$ cat src/rtl/cs_result_fifo.sv
// Result FIFO behind the 9-tap window averager: discards warm-up results,
// buffers the rest with show-ahead output, and counts overrun drops.
module cs_result_fifo #(
  parameter int DATA_W = 10,
  parameter int DEPTH  = 16,
  parameter int WARMUP = 8
) (
  input  logic                     clk,
  input  logic                     reset,
  input  logic [DATA_W-1:0]        y_in,
  input  logic                     y_valid,
  input  logic                     flush,
  output logic [DATA_W-1:0]        dout,
  output logic                     dout_valid,
  input  logic                     dout_ready,
  output logic [$clog2(DEPTH):0]   count,
  output logic                     full,
  output logic                     overflow,
  output logic [7:0]               drop_cnt
);

  localparam int AW = $clog2(DEPTH);
  localparam int CW = AW + 1;

  typedef enum logic {WARM, RUN} state_t;

  localparam state_t     INIT_STATE = (WARMUP == 0) ? RUN : WARM;
  localparam logic [7:0] WARM_LAST  = 8'(WARMUP - 1);

  state_t              state, state_next;
  logic [7:0]          warm_cnt, warm_next;
  logic [AW-1:0]       wr_ptr, rd_ptr;
  logic [DATA_W-1:0]   mem [DEPTH];
  logic                push, pop, wr_en, drop;

  assign dout_valid = (count != '0);
  assign full       = (count == CW'(DEPTH));
  assign dout       = dout_valid ? mem[rd_ptr] : '0;

  always_ff @(posedge clk or posedge reset) begin
    if (reset) begin
      state    <= INIT_STATE;
      warm_cnt <= '0;
    end else begin
      state    <= state_next;
      warm_cnt <= warm_next;
    end
  end

  always_comb begin
    state_next = state;
    warm_next  = warm_cnt;
    push       = 1'b0;
    if (flush) begin
      state_next = INIT_STATE;
      warm_next  = '0;
    end else begin
      case (state)
        WARM: if (y_valid) begin
          warm_next = 8'(warm_cnt + 8'd1);
          if (warm_cnt == WARM_LAST) state_next = RUN;
        end
        RUN: push = y_valid;
        default: ;
      endcase
    end
    pop   = dout_valid & dout_ready & ~flush;
    // A push into a full FIFO still lands when the head leaves the same cycle.
    wr_en = push & (~full | pop);
    drop  = push & full & ~pop;
  end

  always_ff @(posedge clk or posedge reset) begin
    if (reset) begin
      wr_ptr   <= '0;
      rd_ptr   <= '0;
      count    <= '0;
      overflow <= 1'b0;
      drop_cnt <= '0;
    end else if (flush) begin
      wr_ptr   <= '0;
      rd_ptr   <= '0;
      count    <= '0;
      overflow <= 1'b0;
      drop_cnt <= '0;
    end else begin
      if (wr_en) wr_ptr <= AW'(wr_ptr + 1'b1);
      if (pop)   rd_ptr <= AW'(rd_ptr + 1'b1);
      case ({wr_en, pop})
        2'b10:   count <= CW'(count + 1'b1);
        2'b01:   count <= CW'(count - 1'b1);
        default: ;
      endcase
      if (drop) begin
        overflow <= 1'b1;
        if (drop_cnt != 8'hFF) drop_cnt <= 8'(drop_cnt + 8'd1);
      end
    end
  end

  always_ff @(posedge clk) begin
    if (wr_en) mem[wr_ptr] <= y_in;
  end

endmodule

$ cat config.mk
export PLATFORM = sky130hd
export DESIGN_NAME = cs_result_fifo
export DESIGN_NICKNAME = d
export VERILOG_FILES = /design/src/rtl/cs_result_fifo.sv
export SDC_FILE = /design/constraint.sdc
export NUM_CORES = 1
export LEC_CHECK = 0
export CAP_MARGIN = 20
export CORE_AREA = 8 8 130 180
export DETAILED_ROUTE_END_ITERATION = 6
export DIE_AREA = 0 0 138 188
export PLACE_DENSITY = 0.67
export SKIP_CTS_REPAIR_TIMING = 1
export SLEW_MARGIN = 20
export SYNTH_ARGS = -nofsm -noshare
export SYNTH_HDL_FRONTEND = slang
export SYNTH_SLANG_ARGS = --single-unit
$ cat constraint.sdc
create_clock -name clk -period 3.4 [get_ports clk]
set_input_delay 0.34 -clock clk [delete_from_list [all_inputs] [get_ports clk]]
set_output_delay 0.34 -clock clk [all_outputs]
set_load 0.03 [all_outputs]
==> results of run 1 <==
==> registers in the layout, summed over array words and instances, names as in the netlist <==
register and flops:
drop_cnt 8, mem 160, state 1, wr_ptr 4, warm_cnt 8, count 5
overflow 1, rd_ptr 4
==> cells in the mapped netlist (4+ instances only) <==
master / number
edfxtp_1: 160
mux4_2: 40
dfrtp_1: 31
nor2_1: 25
mux2i_1: 24
inv_1: 17
and2_1: 12
clkbuf_1: 12
a21oi_1: 11
ha_1: 10
nand2_1: 10
nand3_1: 10
o22ai_1: 10
xor2_1: 9
nand4_1: 8
o21ai_0: 6
and3_1: 5
mux2_4: 5
nand2b_1: 5
or4_1: 5
buf_2: 4
o31ai_1: 4
==> logic make-up after synthesis <==
logic type | after synthesis | share of synthesized area, %
buf+inv | 39 | 2.14
xor+xnor | 11 | 1.19
mux | 69 | 15.1
fa+ha+maj | 11 | 1.80
simple gates | 101 | 7.18
compound gates | 43 | 3.46
flops | 191 | 69.2
==> power groups by stage <==
stage / combinational [mW] / clock (mW) / sequential [mW]
6_report: 0.0809 / 1.94 / 2.54
5_1_grt: 0.0904 / 2.07 / 2.54
4_1_cts: 0.0822 / 1.98 / 2.54
3_5_place_dp: 0.0824 / 0 / 2.59
3_3_place_gp: 0.0765 / 0 / 2.59
2_1_floorplan: 0.0281 / 0 / 2.59
==> per-stage QoR <==
| stage | std cells | hold WS (ps) |
|---|---|---|
| final | 785 | 296 |
| after global routing | 785 | 354 |
| after CTS | 785 | 301 |
| after detailed placement | 754 | 509 |
| after global placement | 754 | 502 |
| after floorplan | 465 | 439 |
==> critical path, delay by kind of cell, from the launching register on <==
kind | cells | cell delay, ps
AO/OA/AOI/OAI | 1 | 140
buffers and inverters | 2 | 930
flip-flops | 1 | 370
multiplexers | 2 | 850
==> layer usage <==
metal / global-route usage, % / part of all wire, %
met1: 14.7 / 41
met2: 21.6 / 52
met3: 3.37 / 4.4
met4: 4.91 / 2.1
met5: 0 / 0
==> worst max path at each step <==
stage / startpoint / end
floorplan: count[0] / count[4]
global placement: flush / count[4]
detailed placement: flush / count[4]
CTS: count[0] / dout[5]
global route: rd_ptr[0] / dout[7]
finish: rd_ptr[0] / dout[7]
==> layout make-up <==
class,count,area (µm²)
Clock buffer,17,425
Clock inverter,14,159
Fill cell,1813,11400
Inverter,17,63.8
Multi-Input combinational cell,235,2320
Sequential cell,191,5580
Tap cell,260,325
Timing Repair Buffer,51,508
==> results.sh, run 1 <==
export IMPL_drv_cap=0
export IMPL_syn_avg_cell_area_um2=17.4
export IMPL_vias_per_cell=5.42
export IMPL_drc=0
export IMPL_root_buffer="clkbuf_16"
export IMPL_clk_latency_ps=430
export IMPL_drtIter0Drc=369
export IMPL_syn_area_um2=8070
export IMPL_ys_top_cells_by_area="edfxtp_1 (60%), mux4_2 (11%), dfrtp_1 (9.6%), mux2i_1 (3.0%), ha_1 (1.6%)"
export IMPL_dpl_instance_area_um2=8790
export IMPL_fin_crit_sh_pct=91.3
export IMPL_utilization_pct=45.1
export IMPL_setup_tns_ps=0
export IMPL_antenna_left=0
export IMPL_required_ps=3060
export IMPL_die_w_um=138
export IMPL_r2r_end="count[4]"
export IMPL_p_leak_nw=3.08
export IMPL_yosysTopAreaCell="edfxtp_1"
export IMPL_end_kind="primary output"
export IMPL_finalNetCount=539
export IMPL_htree_levels=4
export IMPL_clockPowerShare_pct=42.6
export IMPL_p_int_mw=3.60
export IMPL_fin_skew_ps=8.80
export IMPL_grt_first_pass_wirelength_um=25700
export IMPL_cp_slowest_cell="clkdlybuf4s50_1"
export IMPL_cts_clk_slew_worst_paths_ps=70
export IMPL_synth_edff_count=160
export IMPL_grt_pass1_vias=4756
export IMPL_synth_net_count=491
export IMPL_setup_violations=0
export IMPL_synth_seq_cells=191
export IMPL_combPwrFrac_pct=1.8
export IMPL_wl_per_cell_um=20.3
export IMPL_die_area_um2=25900
export IMPL_ir_drop_uv=231
export IMPL_fmax_mhz=322
export IMPL_antennaDiodeCount=0
export IMPL_dp_hpwl_um=10600
export IMPL_fin_area_um2=9380
export IMPL_grt_start_max_net_pins=44
export IMPL_max_stage_delay_ps=640
export IMPL_final_common_cell="edfxtp_1"
export IMPL_ys_async_sr_fraction_pct=16.2
export IMPL_cts_buffer_depth=2
export IMPL_vias=4252
export IMPL_cts_buffers=17
export IMPL_reg2regPathDepth=9
export IMPL_power_switching_share_pct=21.1
export IMPL_power_frac_seq_pct=55.6
export IMPL_critical_path_class="register to primary output"
export IMPL_worst_hold_path_type="input port to asynchronous set/reset pin"
export IMPL_synth_flop_cell="edfxtp_1"
export IMPL_fp_dieH_um=188
export IMPL_syn_inst=465
export IMPL_drive_above_1_share_pct=17.5
export IMPL_relSlewSlack_pct=52.1
export IMPL_synth_cell_types=51
export IMPL_total_power_mw=4.57
export IMPL_ios=41
export IMPL_yosysTopAreaCellShare_pct=59.5
export IMPL_gp_congestion=0.816
export IMPL_cp_cell_sequence="buf_12 -> mux4_2 -> mux2i_1 -> o22ai_1 -> clkdlybuf4s50_1"
export IMPL_ys_warnings_count=0
export IMPL_hold_viol_final=0
export IMPL_first_pass_iters=4
export IMPL_overflow=0
export IMPL_numClockSinks=191
export IMPL_powerDensity_nw_per_um2=487
export IMPL_final_cell_mix="edfxtp_1 (160), mux4_2 (40), clkdlybuf4s50_1 (40), dfrtp_1 (30), nor2_1 (25)"
export IMPL_areaGrowthSynthToFinish_pct=16.3
export IMPL_track_usage_pct=12.6
export IMPL_cts_tree="yes"
export IMPL_drt_total_wl_um=15900
export IMPL_crit_path_max_fanout=43
export IMPL_synth_seq_area_share_pct=69.2
export IMPL_worstMarginPinSlew_ps=718
export IMPL_num_rows=63
export IMPL_rsz0062_at_grt="no"
export IMPL_setup_slack_ps=297
export IMPL_reg2reg_from="count[0]"
export IMPL_drv_slew=0
export IMPL_min_period_ps=3100
export IMPL_portBuffers=40
export IMPL_arrival_ps=2760
export IMPL_rrSetupSlack_ps=590
export IMPL_antenna_found_initial=0
export IMPL_p_switching_uw=966
export IMPL_dp_slack_ps=552
export IMPL_status="finished, final reports clean"
export IMPL_start_util_pct=38.8
export IMPL_coreArea_um2=20800
export IMPL_crit_path_start_kind="register"
(Power assumes the default switching activity.)
==> run 2: changes to the inputs <==
SLEW_MARGIN = not set   (was 20)
==> results of run 2 <==
Same layout as run 1: the final DEF is identical, and so are final timing and power.
==> variant, RTL diff (flow settings as in run 2) <==
`DATA_W`: 10 -> 5.
--- a/src/rtl/cs_result_fifo.sv
+++ b/src/rtl/cs_result_fifo.sv
@@ -1,7 +1,7 @@
 // Result FIFO behind the 9-tap window averager: discards warm-up results,
 // buffers the rest with show-ahead output, and counts overrun drops.
 module cs_result_fifo #(
-  parameter int DATA_W = 10,
+  parameter int DATA_W = 5,
   parameter int DEPTH  = 16,
   parameter int WARMUP = 8
 ) (
Ports: changed (resized dout and y_in); port bits go from 41 to 31. The function was not compared with the original's and may differ.
==> variant against run 2 <==
Power down 23%. Global-route usage down 4.4 points. Sequential cell count down 80. Setup slack better by 0.017 ns. Sequential power down 39%. Synthesized area down 38%. Wire length down 36%. Final area down 37%. Cell count down 18%.
==> variant: results (changes against run 2) <==
status - complete, no violations
top flop regs - mem (80), drop_cnt (8), warm_cnt (8)
setup ws final - 0.315 ns (+0.0173 ns)
largest cells by area after synthesis - edfxtp_1, dfrtp_1, mux4_2
register area share after synthesis - 63.8% (-5.4 points)
FFs w/ async S/R, synth - 27.9% (+12 points)
hold_ws - 0.214 ns (-0.0815 ns)
max_slew headroom - 56.3% (+4.1 points)
DP Area - 5640 um^2 (-36%)
Synth cell types - 43 (-16%)
first-pass GRT wire length - 16700 um (-35%)
EDFF count, synth - 80 (-50%)
Post-Synthesis Net Count - 358 (-27%)
top sig layer - met4
Max FO, Critical Path - 16 (-63%)
Sequential Power Share - 44.4% (-11 points)
CP max-delay cell - dfrtp_1
initial drt markers - 227 (-38%)
Total Wirelength - 10200 um (-36%)
GRT Total Usage - 8.16% (-4.4 points)
Placer Congestion - 0.776 (-4.9%)
Hold WC Path Type - input pin to asynchronous set/reset pin
DR WL met3 - 561 um (-20%)
routing usage on met3 - 2.46% (-0.91 points)
Wirelength per Cell - 16.0 um (-21%)
Final HPWL DP - 7370 um (-31%)
largest net degree at the start of global routing - 36 (-18%)
Mean Syn Cell Area - 14.8 um^2 (-15%)
insertion delay to the later sink of the worst-skew pair - 0.35 ns (-0.08 ns)
ratio of cells with drive above 1 in the final layout - 13.7% (-3.8 points)
met1 Use GR - 9.77% (-4.9 points)
Pleak - 2.04 nW (-34%)
Final nets - 396 (-27%)
clock skew - 0.00801 ns (-0.000787 ns)
htree depth - 3 (-1)
WP data arrival - 2.75 ns (about the same)
vias in the first global route - 3028 (-36%)
count of input and output buffers - 30 (-25%)
worst slack at placement - 0.465 ns (-0.0872 ns)
M2 GR Usage - 13.5% (-8.1 points)
Seq. pwr - 0.00156 W (-39%)
Commonest cells post-synth - edfxtp_1, nor2_1, dfrtp_1, mux4_2, nand2_1
combinational share of power - 24.8% (+23 points)
Cells after DPL - 624 (-17%)
via-per-instance ratio - 4.46 (-18%)
variant: kinds of logic after synthesis:
kind of cell	Yosys count	synth area share [%]
AO/OA/AOI/OAI	31	4.39
XOR/XNOR	17	2.99
adder cells (fa/ha/maj)	11	2.91
buffers and inverters	26	2.01
flip-flops	111	63.8
multiplexers	34	11.9
AND/OR/NAND/NOR	107	12.1
variant: path summary, 6_finish.rpt:
path | to | startpoint | cells past startpoint
setup / recovery | dout[4] | rd_ptr[0] | 5
setup reg to reg | count[4] | count[4] | 9
hold reg to reg | warm_cnt[1] | warm_cnt[1] | 2
hold / removal | drop_cnt[4] | reset | 2
max in group asynchronous | count[0] | reset | 3
min in group clk | warm_cnt[1] | warm_cnt[1] | 2
variant: layout make-up:
class	count	area, um^2
tap	260	325
timing repair buffer	40	388
clock buffer	10	229
multi-input combinational	200	1700
sequential	111	3180
clock inverter	6	75.1
fill	2109	14900
inverter	13	48.8
